## src/rtl/touch_pkg.sv

```systemverilog
// Shared constants and FSM state encoding for the touch panel scan controller.
package touch_pkg;

    localparam logic [7:0] CMD_X          = 8'hD0;
    localparam logic [7:0] CMD_Y          = 8'h90;
    localparam int         FRAME_SCLKS    = 24;
    localparam int         RES_FIRST_EDGE = 10;
    localparam int         RES_BITS       = 12;
    // Setup half, 48 SCLK halves, trailing select-high half.
    localparam int         FRAME_HALVES   = 2 * FRAME_SCLKS + 2;

    typedef enum logic [2:0] {
        S_IDLE,
        S_DEBOUNCE,
        S_FRAME_X,
        S_FRAME_Y,
        S_CHECK,
        S_OUTPUT,
        S_HOLDOFF
    } state_t;

endpackage

```

## src/rtl/touch_scan_ctrl_if.sv

```systemverilog
// Panel pins plus the coordinate result port of the touch scan controller.
interface touch_scan_ctrl_if;
    import touch_pkg::*;

    logic                enable;
    logic                pen_irq_n;
    logic                miso;
    logic                mosi;
    logic                sclk;
    logic                ss_n;
    logic [RES_BITS-1:0] x_pos;
    logic [RES_BITS-1:0] y_pos;
    logic                pos_valid;
    logic                pen_down;

    modport master (
        input  enable, pen_irq_n, miso,
        output mosi, sclk, ss_n, x_pos, y_pos, pos_valid, pen_down
    );

    modport slave (
        output enable, pen_irq_n, miso,
        input  mosi, sclk, ss_n, x_pos, y_pos, pos_valid, pen_down
    );

endinterface

```

## src/rtl/touch_spi_frame.sv

```systemverilog
// 24-SCLK SPI mode-0 frame engine: 8-bit command out, 12-bit result in; done pulses CLK_DIV cycles after ss_n rises.
// Frame takes 51*CLK_DIV cycles from start to done; start is ignored while busy (no queueing).
module touch_spi_frame
    import touch_pkg::*;
#(
    parameter int CLK_DIV = 25
) (
    input  logic                clk,
    input  logic                reset,
    input  logic                start,
    input  logic [7:0]          cmd,
    input  logic                miso,
    output logic                busy,
    output logic                done,
    output logic [RES_BITS-1:0] result,
    output logic                sclk,
    output logic                mosi,
    output logic                ss_n
);
    localparam int          DW        = (CLK_DIV > 1) ? $clog2(CLK_DIV) : 1;
    localparam logic [5:0]  H_LAST    = 6'(FRAME_HALVES);
    localparam logic [5:0]  H_SAMP_LO = 6'(2 * RES_FIRST_EDGE);
    localparam logic [5:0]  H_SAMP_HI = 6'(2 * (RES_FIRST_EDGE + RES_BITS - 1));

    logic [DW-1:0]          div;
    logic [5:0]             hcnt;
    logic [5:0]             hn;
    logic [FRAME_SCLKS-1:0] tx;
    logic                   wrap;

    assign wrap = (div == DW'(CLK_DIV - 1));
    assign hn   = hcnt + 6'd1;

    always_ff @(posedge clk) begin
        if (reset) begin
            busy   <= 1'b0;
            done   <= 1'b0;
            div    <= '0;
            hcnt   <= '0;
            tx     <= '0;
            result <= '0;
            sclk   <= 1'b0;
            mosi   <= 1'b0;
            ss_n   <= 1'b1;
        end else begin
            done <= 1'b0;
            if (!busy) begin
                if (start) begin
                    busy   <= 1'b1;
                    div    <= '0;
                    hcnt   <= '0;
                    tx     <= {cmd, {(FRAME_SCLKS - 8){1'b0}}};
                    result <= '0;
                end
            end else if (!wrap) begin
                div <= div + DW'(1);
            end else begin
                div  <= '0;
                hcnt <= hn;
                // Sample at the end of the high phase so the synchronizer delay is absorbed.
                if (!hcnt[0] && hcnt >= H_SAMP_LO && hcnt <= H_SAMP_HI)
                    result <= {result[RES_BITS-2:0], miso};
                if (hcnt == H_LAST) begin
                    busy <= 1'b0;
                    done <= 1'b1;
                end else if (hn == 6'd1) begin
                    ss_n <= 1'b0;
                    mosi <= tx[FRAME_SCLKS-1];
                end else if (hn == H_LAST) begin
                    ss_n <= 1'b1;
                    mosi <= 1'b0;
                end else if (!hn[0]) begin
                    sclk <= 1'b1;
                end else begin
                    sclk <= 1'b0;
                    mosi <= tx[FRAME_SCLKS-2];
                    tx   <= {tx[FRAME_SCLKS-2:0], 1'b0};
                end
            end
        end
    end

endmodule

```

## src/rtl/touch_scan_ctrl.sv

```systemverilog
// Touch scan sequencer: pen debounce, X/Y SPI frames, burst averaging when TOUCH_AVG_EN is defined.
// pos_valid fires 2 cycles after the final CHECK; no backpressure, the consumer must take each strobe.
module touch_scan_ctrl
    import touch_pkg::*;
#(
    parameter int CLK_DIV      = 25,
    parameter int DEBOUNCE_CYC = 50000,
    parameter int SCAN_GAP     = 250000,
    parameter int SAMPLES_LOG2 = 2
) (
    input  logic              clk,
    input  logic              reset,
    touch_scan_ctrl_if.master bus
);
    localparam int CNT_MAX = (DEBOUNCE_CYC > SCAN_GAP) ? DEBOUNCE_CYC : SCAN_GAP;
    localparam int CW      = $clog2(CNT_MAX + 1);

    state_t              state, next;
    logic [1:0]          pen_sync, miso_sync;
    logic                pen_up, miso_s;
    logic [CW-1:0]       cnt;
    logic                drop;
    logic [RES_BITS-1:0] x_raw, y_raw, x_pos, y_pos;
    logic                pos_valid, pen_down;
    logic                start_req, frame_start, frame_busy, frame_done;
    logic [7:0]          cmd;
    logic [RES_BITS-1:0] frame_result;
    logic                publish;

`ifdef TOUCH_AVG_EN
    localparam int ACC_W = RES_BITS + SAMPLES_LOG2;
    localparam int PW    = (SAMPLES_LOG2 > 0) ? SAMPLES_LOG2 : 1;

    logic [ACC_W-1:0] acc_x, acc_y;
    logic [PW-1:0]    pairs;
    logic             accept, last_pair;

    assign last_pair = (pairs == PW'((1 << SAMPLES_LOG2) - 1));
`endif

    assign pen_up      = pen_sync[1];
    assign miso_s      = miso_sync[1];
    assign frame_start = start_req && !frame_busy;

    assign bus.x_pos     = x_pos;
    assign bus.y_pos     = y_pos;
    assign bus.pos_valid = pos_valid;
    assign bus.pen_down  = pen_down;

    always_ff @(posedge clk) begin
        if (reset) begin
            pen_sync  <= 2'b11;
            miso_sync <= 2'b00;
        end else begin
            pen_sync  <= {pen_sync[0], bus.pen_irq_n};
            miso_sync <= {miso_sync[0], bus.miso};
        end
    end

    touch_spi_frame #(
        .CLK_DIV (CLK_DIV)
    ) u_frame (
        .clk    (clk),
        .reset  (reset),
        .start  (frame_start),
        .cmd    (cmd),
        .miso   (miso_s),
        .busy   (frame_busy),
        .done   (frame_done),
        .result (frame_result),
        .sclk   (bus.sclk),
        .mosi   (bus.mosi),
        .ss_n   (bus.ss_n)
    );

    always_comb begin
        next      = state;
        start_req = 1'b0;
        cmd       = CMD_X;
        publish   = 1'b0;
`ifdef TOUCH_AVG_EN
        accept    = 1'b0;
`endif
        case (state)
            S_IDLE: begin
                if (bus.enable && !pen_up)
                    next = S_DEBOUNCE;
            end
            S_DEBOUNCE: begin
                if (!bus.enable || pen_up) begin
                    next = S_IDLE;
                end else if (cnt == CW'(DEBOUNCE_CYC - 1)) begin
                    next      = S_FRAME_X;
                    start_req = 1'b1;
                end
            end
            S_FRAME_X: begin
                if (frame_done) begin
                    if (drop || !bus.enable) begin
                        next = S_IDLE;
                    end else begin
                        next      = S_FRAME_Y;
                        start_req = 1'b1;
                        cmd       = CMD_Y;
                    end
                end
            end
            S_FRAME_Y: begin
                if (frame_done)
                    next = (drop || !bus.enable) ? S_IDLE : S_CHECK;
            end
            S_CHECK: begin
                if (!bus.enable || pen_up) begin
                    next = S_IDLE;
                end else begin
`ifdef TOUCH_AVG_EN
                    accept = 1'b1;
                    if (last_pair) begin
                        next = S_OUTPUT;
                    end else begin
                        next      = S_FRAME_X;
                        start_req = 1'b1;
                    end
`else
                    next = S_OUTPUT;
`endif
                end
            end
            S_OUTPUT: begin
                if (!bus.enable) begin
                    next = S_IDLE;
                end else begin
                    publish = 1'b1;
                    next    = S_HOLDOFF;
                end
            end
            S_HOLDOFF: begin
                if (!bus.enable || pen_up) begin
                    next = S_IDLE;
                end else if (cnt == CW'(SCAN_GAP - 1)) begin
                    next      = S_FRAME_X;
                    start_req = 1'b1;
                end
            end
            default: next = S_IDLE;
        endcase
    end

    always_ff @(posedge clk) begin
        if (reset) begin
            state     <= S_IDLE;
            cnt       <= '0;
            drop      <= 1'b0;
            x_raw     <= '0;
            y_raw     <= '0;
            x_pos     <= '0;
            y_pos     <= '0;
            pos_valid <= 1'b0;
            pen_down  <= 1'b0;
        end else begin
            state     <= next;
            pos_valid <= 1'b0;
            if (next != state || (state != S_DEBOUNCE && state != S_HOLDOFF))
                cnt <= '0;
            else
                cnt <= cnt + CW'(1);
            // A frame in flight always finishes; remember the enable drop for its end.
            if (state == S_IDLE)
                drop <= 1'b0;
            else if ((state == S_FRAME_X || state == S_FRAME_Y) && !bus.enable)
                drop <= 1'b1;
            if (frame_done && state == S_FRAME_X)
                x_raw <= frame_result;
            if (frame_done && state == S_FRAME_Y)
                y_raw <= frame_result;
            if (publish) begin
`ifdef TOUCH_AVG_EN
                x_pos <= acc_x[ACC_W-1:SAMPLES_LOG2];
                y_pos <= acc_y[ACC_W-1:SAMPLES_LOG2];
`else
                x_pos <= x_raw;
                y_pos <= y_raw;
`endif
                pos_valid <= 1'b1;
                pen_down  <= 1'b1;
            end
            if (next == S_IDLE)
                pen_down <= 1'b0;
        end
    end

`ifdef TOUCH_AVG_EN
    always_ff @(posedge clk) begin
        if (reset) begin
            acc_x <= '0;
            acc_y <= '0;
            pairs <= '0;
        end else if (publish || next == S_IDLE) begin
            acc_x <= '0;
            acc_y <= '0;
            pairs <= '0;
        end else if (accept) begin
            acc_x <= acc_x + ACC_W'(x_raw);
            acc_y <= acc_y + ACC_W'(y_raw);
            pairs <= pairs + PW'(1);
        end
    end
`endif

endmodule

```

## src/flat_wrapper.sv

```systemverilog
// flat-port wrapper written by rule: the top's interface ports become plain ports
module touch_scan_ctrl_flat import touch_pkg::*;
#(
    parameter int CLK_DIV      = 25,
    parameter int DEBOUNCE_CYC = 50000,
    parameter int SCAN_GAP     = 250000,
    parameter int SAMPLES_LOG2 = 2
)
  (clk, reset, bus_enable, bus_pen_irq_n, bus_miso, bus_mosi, bus_sclk, bus_ss_n, bus_x_pos, bus_y_pos, bus_pos_valid, bus_pen_down);
  touch_scan_ctrl_if bus_i ();
  input  logic clk;
  input  logic reset;
  input wire logic [$bits(bus_i.enable)-1:0] bus_enable;
  input wire logic [$bits(bus_i.pen_irq_n)-1:0] bus_pen_irq_n;
  input wire logic [$bits(bus_i.miso)-1:0] bus_miso;
  output wire logic [$bits(bus_i.mosi)-1:0] bus_mosi;
  output wire logic [$bits(bus_i.sclk)-1:0] bus_sclk;
  output wire logic [$bits(bus_i.ss_n)-1:0] bus_ss_n;
  output wire logic [$bits(bus_i.x_pos)-1:0] bus_x_pos;
  output wire logic [$bits(bus_i.y_pos)-1:0] bus_y_pos;
  output wire logic [$bits(bus_i.pos_valid)-1:0] bus_pos_valid;
  output wire logic [$bits(bus_i.pen_down)-1:0] bus_pen_down;
  assign bus_i.enable = bus_enable;
  assign bus_i.pen_irq_n = bus_pen_irq_n;
  assign bus_i.miso = bus_miso;
  assign bus_mosi = bus_i.mosi;
  assign bus_sclk = bus_i.sclk;
  assign bus_ss_n = bus_i.ss_n;
  assign bus_x_pos = bus_i.x_pos;
  assign bus_y_pos = bus_i.y_pos;
  assign bus_pos_valid = bus_i.pos_valid;
  assign bus_pen_down = bus_i.pen_down;
  touch_scan_ctrl #(.CLK_DIV(CLK_DIV), .DEBOUNCE_CYC(DEBOUNCE_CYC), .SCAN_GAP(SCAN_GAP), .SAMPLES_LOG2(SAMPLES_LOG2)) u_core (.clk(clk), .reset(reset), .bus(bus_i));
endmodule
```

## config.mk

```make
export PLATFORM = sky130hd
export DESIGN_NAME = touch_scan_ctrl_flat
export DESIGN_NICKNAME = d
export VERILOG_FILES = /design/src/rtl/touch_pkg.sv /design/src/rtl/touch_scan_ctrl_if.sv /design/src/rtl/touch_spi_frame.sv /design/src/rtl/touch_scan_ctrl.sv /design/src/flat_wrapper.sv
export SDC_FILE = /design/constraint.sdc
export NUM_CORES = 1
export LEC_CHECK = 0
export CAP_MARGIN = 20
export CORE_UTILIZATION = 56
export DETAILED_ROUTE_END_ITERATION = 16
export PLACE_DENSITY = 0.8
export SYNTH_ARGS = -nofsm -noshare
export SYNTH_HDL_FRONTEND = slang
export SYNTH_SLANG_ARGS = --single-unit
export TNS_END_PERCENT = 50
```

## constraint.sdc

```tcl
create_clock -name clk -period 2.4 [get_ports clk]
set_input_delay 0.24 -clock clk [delete_from_list [all_inputs] [get_ports clk]]
set_output_delay 0.24 -clock clk [all_outputs]
set_load 0.01 [all_outputs]
```

Word level (Yosys, flattened, before mapping)
Cells that the tools add are included.

word-level totals
  bits in registers = 128
  latch bits = 0
  RAM bits = 0
  ROM bits = 0
  output and inout port bits = 29
  memories kept = 0

operators by class
  $add $sub $neg = 3
  $mul = 0
  div/mod/pow operators = 0
  order comparisons = 2
  equality and inequality tests = 21
  shift operators = 0
  multiplexer cells = 53
  bitwise operators = 5
  reductions and logical operators = 31

operator list
  kind                                                                count
  2-to-1 mux 24 bit                                                   7
  2-to-1 mux 12 bit                                                   4
  2-to-1 mux 3 bit                                                    10
  one-hot mux 3 bit (7 select lines)                                  1
  2-to-1 mux 1 bit                                                    20
  adder 18 x 1 -> 18 bit (second input constant)                      1
  equality test 18 x 16 -> 1 bit (second input constant)              1
  equality test 18 bit (second input constant)                        1
  2-to-1 mux 6 bit                                                    3
  2-to-1 mux 8 bit                                                    2
  2-to-1 mux 5 bit                                                    3
  equality test 6 bit (second input constant)                         2
  equality test 3 bit (second input constant)                         3
  logical AND 1 bit                                                   8
  AND reduction 4 bit                                                 2
  2-to-1 mux 7 bit                                                    1
  adder 6 x 1 -> 6 bit (second input constant)                        1
  equality test 3 x 2 -> 1 bit (second input constant)                2
  equality test 6 x 1 -> 1 bit (second input constant)                1
  greater-or-equal comparator 6 x 5 -> 1 bit (second input constant)  1
  less-or-equal comparator 6 bit (second input constant)              1
  zero test 3 bit                                                     2
  != test 2 x 1 -> 1 bit (second input constant)                      3
  != test 2 bit (second input constant)                               3
  other kinds (19)                                                    32

Logic depth before layout (Yosys ltp)
Gate-level depths: netlist (run 1).

  word-level depth = 8
  depth in mapped cells = 9

Modules after synthesis
Synthesis (run 1) repeated with hierarchy kept, for this count alone.

unflattened totals
  cells, all modules = 588
  area, all modules = 5024.8 um^2

by module, submodules not included
  module           times used  cells an instance  area each (um^2)  sequential area each (um^2)
  touch_scan_ctrl  1           360                2971.6            1521.5
  touch_spi_frame  1           228                2053.2            720.7

Worst setup path before layout (run 1)
No wires, ideal clock.

  kind = flip-flop to flip-flop
  from = register u_core.u_frame.hcnt[0]
  to = register u_core.u_frame.tx[22]
  setup time = 128 ps
  data arrival time = 1876 ps
  data required time = 2272 ps
  setup slack = 397 ps
  stages on the path, launching flop included = 10
  buffers on the path = 1
  cells stage by stage = dfxtp_1 -> buf_2 -> inv_1 -> ha_1 -> nand3_1 -> o311ai_1 -> nor2_1 -> a31o_2 -> o21ai_0 -> o41ai_1

on the way
  cells in the longest elaborated chain, start to end = 4
  elaborated cells between the ends (all ways) = 9

ends and longest elaborated chain
  element                                                              line                                          text
  from (decl)                                                          touch_spi_frame.sv:26                         logic [5:0] hcnt;
  from (signal assigned)                                               touch_spi_frame.sv:59                         hcnt <= hn;
  adder 6 x 1 -> 6 bit                                                 touch_spi_frame.sv:32                         assign hn = hcnt + 6'd1;
  equality test 6 bit or equality test 6 x 1 -> 1 bit (tied branches)  touch_spi_frame.sv:69, touch_spi_frame.sv:66
  != test 2 bit (no line)                                              --
  AND reduction 6 bit (no line) *                                      --
  to (signal assigned)                                                 touch_spi_frame.sv:52                         tx <= {cmd, {(FRAME_SCLKS - 8){1'b0}}};
  to (signal assigned)                                                 touch_spi_frame.sv:77                         tx <= {tx[FRAME_SCLKS-2:0], 1'b0};
  to (decl)                                                            touch_spi_frame.sv:28                         logic [FRAME_SCLKS-1:0] tx;

Every way passes the cells marked *; elsewhere a longest branch is shown, timed or not.
A chain may end at the register's enable or synchronous reset.

Worst setup path in the final report (run 1)
  from = register u_core.u_frame.hcnt[1]
  to = register u_core.u_frame.tx[22]

The elaborated chain is that of the path after synthesis.

==> reports/results.ini, run 1 <==
[drt]
post_drt_wl_per_cell_um=13.4
drt_pass1_iterations=4
via_per_inst=5.61
final_antenna_net_count=0
drt_iter0_markers=175
post-route-drc-count=0
vias=3804
wirelength_um=9070

[logic_synthesis]
ys_async_sr_fraction_pct=0
synth_top_area_share_pct=47.7
synth_area_per_cell_um2=8.21
synth_flop_cell=dfxtp_1
synthesis.nets=565
synth_most_common_cell=nand2_1
ys_seq_area_share_pct=47.7
netlist_instances=552
yosysTopAreaCell=dfxtp_1
synth_edf_count=0
yosysWarnings=0
syn_area_mm2=0.00453
ys_top_cells_by_count=nand2_1 (129), dfxtp_1 (108), a21oi_1 (72), nor2_1 (42), nand3_1 (29)
synthTopCellsByArea=dfxtp_1 (48%), nand2_1 (11%), a21oi_1 (7.9%), nor2_1 (3.5%), nand3_1 (3.2%)
yosysUniqueCellTypes=62
ys_seq_elements=108

[hold_path]
hp-start=reset
holdPathStages=2
hold_end=u_core.state[0]$_SDFF_PP0_
hp-class=input pin to register

[setup_path]
r2r_end=u_core.u_frame.tx[22]$_SDFFE_PP0P_
r2r_slack_ns=0.19
r2r_cells=7
path_buf_inv=0
cp_cell_sequence=ha_1 > nand3_1 > o311ai_1 > nor2_1 > a31o_2 > o21ai_0 > o41ai_1
start_kind=register
worstPathArrival_ns=2.44
crit_fanout=9
required_ns=2.64
cpLargestDelayFamily=compound AO/OA/AOI/OAI gates
cp-end-kind=register
cp_slowest_cell=o311ai_1
crit_type=register to register
slowest_delay_ns=0.56
reg2reg_from=u_core.u_frame.hcnt[1]$_SDFFE_PP0P_

[place]
hpwlAfterDp_um=6200
dp_slack_ns=0.182
place.gp.congestion=0.882
numPortBuffers=33

[die]
fp.dieW_um=92.0
dieArea_mm2=0.00846
rows=32
pin_count=34
core_mm2=0.00777
die_y_um=92.0
initial_core_util_pct=58.4

[clock_tree]
clk_latency_ns=0.37
cts_buffer_depth=2
htreeDepth=3
postCtsSetupRepairBufs=0
cts_sinks=108
clockRootBuffer=clkbuf_8
cts_resized=0
holdBufCountCts=0
cts_buffers=9
cts_tree=built
path_clk_slew_ns=0.10

[final_layout]
drive_gt1_share_pct=7.47
finalNetCount=584
area_delta_synth_final_pct=12.9
final_util_pct=65.9
fillCellCount=683
n_antenna_cell=0

[grt]
track_usage_pct=22.6
grt_pass1_vias=3437
grt_max_degree=65
grt_pass1_wl_um=15400
grt.overflow.total=0
grt_antenna_before_repair=0

[power_and_ir_drop]
ir_drop_mv=0.320
p_leak_nw=1.64
power.density_mw_per_mm2=583

[timing]
maxSlewHeadroom_pct=57.6
period_needed_ns=2.21
timing.fmax_mhz=453
final.setup_skew_ns=0.0108
layout_setup_ws_ns=0.194
worst_slew_pin_slew_ns=0.626
slew_violations=0
finalHoldViolCount=0
setup_viol=0
period_share_pct=91.9
rsz0062_at_grt=false
tns_ns=0

[run_status]
status=complete, no violations

[job]
cap_violations=0

==> metal layers <==
metal	track usage [%]	vias to the layer above	wire (um)
li1	-	1944	-
met1	28.6	1763	4160
met2	37.6	84	4380
met3	4.31	13	360
met4	9.64	0	163
met5	0	-	0
==> layout make-up <==
| type | instances | area, um^2 | area share, % |
|---|---|---|---|
| Sequential cell | 108 | 2160 | 42.2 |
| Timing Repair Buffer | 42 | 393 | 7.67 |
| Tap cell | 102 | 128 | 2.49 |
| Multi-Input combinational cell | 399 | 2190 | 42.7 |
| Clock inverter | 4 | 56.3 | 1.10 |
| Clock buffer | 12 | 155 | 3.03 |
| Inverter | 11 | 41.3 | 0.806 |
==> cells by family (layout without fill, tap and decap cells) <==
group	after synthesis	in the layout	synth area share [%]
flops	108	108	47.7
buf+inv	45	69	4.39
xor+xnor	16	16	3.09
simple gates	257	257	26.2
fa+ha+maj	8	8	2.21
compound gates	118	118	16.4
==> cells in the final DEF, fill, tap and decap left out, types with 4 or more instances in the layout <==
cell type / synthesis / routed
xor2_1: 10 / 10
clkbuf_8: 0 / 11
or3_1: 5 / 5
dfxtp_1: 108 / 108
a311oi_1: 6 / 6
nand4_1: 7 / 7
inv_1: 11 / 11
nor3_1: 12 / 12
nand3_1: 29 / 29
ha_1: 8 / 8
a41oi_1: 4 / 4
nor2_1: 42 / 42
xnor2_1: 6 / 6
buf_4: 0 / 9
a21oi_1: 72 / 72
clkdlybuf4s50_1: 0 / 32
o21ai_0: 8 / 8
nand2_1: 129 / 129
==> power by group <==
group	internal [W]	switching [W]
registers	0.00179	0.00000216
logic	0.0000111	0.0000294
clock network	0.000548	0.000600
==> metrics by stage <==
| stage | power, W | hold slack, ns | cells | area [um^2] |
|---|---|---|---|---|
| after floorplan | 0.00187 | 0.344 | 552 | 4530 |
| after global placement | 0.00188 | 0.395 | 662 | 4900 |
| after detailed placement | 0.00188 | 0.417 | 662 | 4900 |
| after CTS | 0.00300 | 0.306 | 678 | 5110 |
| after global routing | 0.00307 | 0.339 | 678 | 5120 |
| final | 0.00298 | 0.317 | 678 | 5120 |
==> worst max path at each step <==
| stage | end | slack (ns) | start | cells past startpoint |
|---|---|---|---|---|
| floorplan | u_core.u_frame.tx[22]$_SDFFE_PP0P_ | 0.40 | u_core.u_frame.hcnt[0]$_SDFFE_PP0P_ | 9 |
| global placement | u_core.u_frame.tx[22]$_SDFFE_PP0P_ | 0.24 | u_core.u_frame.hcnt[1]$_SDFFE_PP0P_ | 7 |
| detailed placement | u_core.u_frame.result[8]$_SDFFE_PP0P_ | 0.18 | bus_enable | 8 |
| CTS | u_core.u_frame.tx[22]$_SDFFE_PP0P_ | 0.19 | u_core.u_frame.hcnt[1]$_SDFFE_PP0P_ | 7 |
| global route | u_core.u_frame.tx[23]$_SDFFE_PP0P_ | 0.01 | u_core.u_frame.hcnt[1]$_SDFFE_PP0P_ | 7 |
| finish | u_core.u_frame.tx[22]$_SDFFE_PP0P_ | 0.19 | u_core.u_frame.hcnt[1]$_SDFFE_PP0P_ | 7 |
==> worst register-to-register path, stage by stage (launching register included) <==
cell      delay, ns
dfxtp_1        0.49
ha_1           0.20
nand3_1        0.09
o311ai_1       0.56
nor2_1         0.12
a31o_2         0.34
o21ai_0        0.18
o41ai_1        0.10
==> flip-flops by register name (all words and copies together) (netlist names), 4 cells and up <==
register,count
u_core.cnt,18
u_core.u_frame.hcnt,6
u_core.x_raw,12
u_core.u_frame.tx,4
u_core.y_raw,12
u_core.u_frame.div,5
u_core.u_frame.result,12
u_core.bus.y_pos,12
u_core.bus.x_pos,12
Power figures use the tool's default switching activity.
==> inputs of run 2 (changes only) <==
--- a/config.mk
+++ b/config.mk
@@ -9,6 +9,7 @@
 export CORE_UTILIZATION = 56
 export DETAILED_ROUTE_END_ITERATION = 16
 export PLACE_DENSITY = 0.8
+export REMOVE_ABC_BUFFERS = 1
 export SYNTH_ARGS = -nofsm -noshare
 export SYNTH_HDL_FRONTEND = slang
 export SYNTH_SLANG_ARGS = --single-unit
==> run 2 against run 1 <==
Effect of this change: final area shrank 0.22%; worst hold slack lost 0.12 ns; largest power group unchanged; maximum frequency grew 1.3%; non-clock buffer count grew 1; critical path type unchanged; power shrank 3.8%; via count grew 0.60%; register-to-register slack gained 0.03 ns; core utilization shrank 0.14 points; setup slack gained 0.029 ns; global-route usage grew 0.16 points.
==> reports/results.ini, run 2 (synthesized netlist as in run 1, its figures left out) <==
[grt]
grt_pass1_vias=3553  ; +3.4%
grt_max_degree=54  ; -17%
grt_pass1_wl_um=15700  ; +2.1%
grt_antenna_before_repair=0  ; unchanged
grt.overflow.total=0  ; unchanged
track_usage_pct=22.7  ; +0.16 points

[setup_path]
start_kind=register
r2r_cells=7  ; unchanged
worstPathArrival_ns=2.41  ; -0.03 ns
crit_type=register to register
cp_slowest_cell=nor3_1
cpMostUsedCell=nor3_1
cp-end-kind=register
cpLargestDelayFamily=simple AND/OR/NAND/NOR gates
r2r_end=u_core.u_frame.hcnt[1]$_SDFFE_PP0P_
r2r_slack_ns=0.22  ; +0.03 ns
path_buf_inv=0  ; unchanged
crit_fanout=5  ; -4
required_ns=2.63  ; about the same
reg2reg_from=u_core.cnt[0]$_SDFF_PP0_
cp_cell_sequence=ha_1 > and3_4 > nand4_1 > nor3_1 > nor3_1 > o21ai_0 > a21oi_1
slowest_delay_ns=0.48  ; -0.08 ns

[drt]
final_antenna_net_count=0  ; unchanged
vias=3827  ; +0.60%
top_layer=met4
m1WireLength_um=4260  ; +2.5%
post-route-drc-count=0  ; unchanged
wirelength_um=9020  ; -0.54%
post_drt_wl_per_cell_um=13.3  ; -0.54%
via_per_inst=5.64  ; +0.60%
dr_wl_met2_um=4270  ; -2.6%
drt_iter0_markers=155  ; -11%
drt_pass1_iterations=4  ; unchanged
met3_length_um=349  ; -3.1%

[timing]
maxSlewHeadroom_pct=57.6  ; about the same
rsz0062_at_grt=false
final.setup_skew_ns=0.0119  ; +0.00104 ns
worst_slew_pin_slew_ns=0.635  ; +0.00950 ns
timing.fmax_mhz=459  ; +1.3%
finalHoldViolCount=0  ; unchanged
period_needed_ns=2.18  ; -0.0290 ns
period_share_pct=90.7  ; -1.2 points
setup_viol=0  ; unchanged
slew_violations=0  ; unchanged
tns_ns=0  ; unchanged

[final_layout]
instances_no_fill=678  ; unchanged
multi_input_area_mm2=0.00220  ; +0.46%
largest_reg_flops=18  ; unchanged
area_delta_synth_final_pct=12.7
final_cell_mix=nand2_1 (129), dfxtp_1 (108), a21oi_1 (72)
fillCellCount=702  ; +2.8%
finalNetCount=585  ; +0.17%
layout.cells.most_common=nand2_1
seqCellArea_mm2=0.00216  ; unchanged
largest-register=u_core.cnt
drive_gt1_share_pct=7.99  ; +0.52 points
n_antenna_cell=0  ; unchanged

[place]
dp_cells=663  ; +0.15%
place.gp.congestion=0.914  ; +3.7%
numPortBuffers=33  ; unchanged
hpwlAfterDp_um=6240  ; +0.61%

[clock_tree]
cts_buffers=9  ; unchanged
cts_sinks=108  ; unchanged
holdBufCountCts=0  ; unchanged
cts_buffer_depth=2  ; unchanged
htreeDepth=3  ; unchanged
cts_tree=built
postCtsSetupRepairBufs=0  ; unchanged
cts_resized=0  ; unchanged
clk_latency_ns=0.36  ; about the same
path_clk_slew_ns=0.10  ; about the same
clockRootBuffer=clkbuf_8

[power_and_ir_drop]
ir_drop_mv=0.376  ; +17%
total_power_w=0.00287  ; -3.8%
p_leak_nw=1.62  ; -0.89%
power.density_mw_per_mm2=562  ; -3.6%

[die]
core_mm2=0.00777  ; unchanged
fp.dieW_um=92.0  ; unchanged
dieArea_mm2=0.00846  ; unchanged
initial_core_util_pct=58.4  ; unchanged
pin_count=34  ; unchanged
die_y_um=92.0  ; unchanged
rows=32  ; unchanged

[hold_path]
hp-start=reset
hold_end=u_core.u_frame.ss_n$_SDFFE_PP1P_
holdPathStages=3  ; +1
hp-class=input pin to register

[run_status]
status=complete, no violations

[job]
cap_violations=0  ; unchanged

## run 2: cell count changes in the layout (fill, tap and decap cells not counted)
| cell | change |
|---|---|
| o311ai_2 | +1 |
| inv_8 | +1 |
| buf_4 | +1 |
| ha_2 | +1 |
| bufinv_16 | -1 |
| clkinvlp_4 | +1 |
| ha_1 | -1 |
| clkbuf_1 | -1 |
| o311ai_1 | -1 |
| clkbuf_8 | -1 |
## run 2: area by class of cell
| class | count | share of cell area, % |
|---|---|---|
| repair buffers | 43 | 7.84 |
| multi-input cells | 399 | 43.0 |
| inverters | 11 | 0.808 |
| clock buffers | 10 | 2.69 |
| clock inverters | 5 | 0.881 |
| well taps | 102 | 2.50 |
| flip-flops and latches | 108 | 42.3 |
## run 2: through the flow
stage | hold slack [ns] | instance area (um^2) | util, % | setup slack (ns)
after floorplan | 0.308 | 4380 | - | 0.405
after global placement | 0.393 | 4900 | 63.1 | 0.267
after detailed placement | 0.397 | 4900 | 63.1 | 0.160
after CTS | 0.193 | 5090 | 65.5 | 0.138
after global routing | 0.211 | 5110 | 65.8 | 0.0185
final | 0.196 | 5110 | 65.8 | 0.223
## run 2: layer usage
layer	vias to the layer above	GRT usage, %
met5	-	0
met4	0	9.24
met3	13	3.65
met2	83	38.1
met1	1798	29.2
li1	1933	-
## run 2: power by group
| part | leakage, nW | internal [W] | switching (W) | total [W] |
|---|---|---|---|---|
| Combinational | 0.659 | 0.0000123 | 0.0000286 | 0.0000409 |
| Clock | 0.0909 | 0.000415 | 0.000618 | 0.00103 |
| Sequential | 0.870 | 0.00179 | 0.00000210 | 0.00180 |
| Total | 1.62 | 0.00222 | 0.000648 | 0.00287 |
## run 2: how the worst max path moves through the flow
stage	from	endpoint	slack, ns	cells after the start
after floorplan	u_core.cnt[0]$_SDFF_PP0_	u_core.u_frame.hcnt[3]$_SDFFE_PP0P_	0.40	7
after global placement	u_core.u_frame.hcnt[1]$_SDFFE_PP0P_	u_core.u_frame.tx[22]$_SDFFE_PP0P_	0.27	7
after detailed placement	bus_enable	u_core.cnt[4]$_SDFF_PP0_	0.16	7
after CTS	u_core.u_frame.hcnt[1]$_SDFFE_PP0P_	u_core.u_frame.tx[22]$_SDFFE_PP0P_	0.14	7
after global routing	u_core.cnt[0]$_SDFF_PP0_	u_core.cnt[15]$_SDFF_PP0_	0.02	7
final	u_core.cnt[0]$_SDFF_PP0_	u_core.u_frame.hcnt[1]$_SDFFE_PP0P_	0.22	7
## run 2: tightest hold or removal path, cell delays in order
cell	delay (ns)
buf_2	0.10
inv_1	0.11
nand2_1	0.08
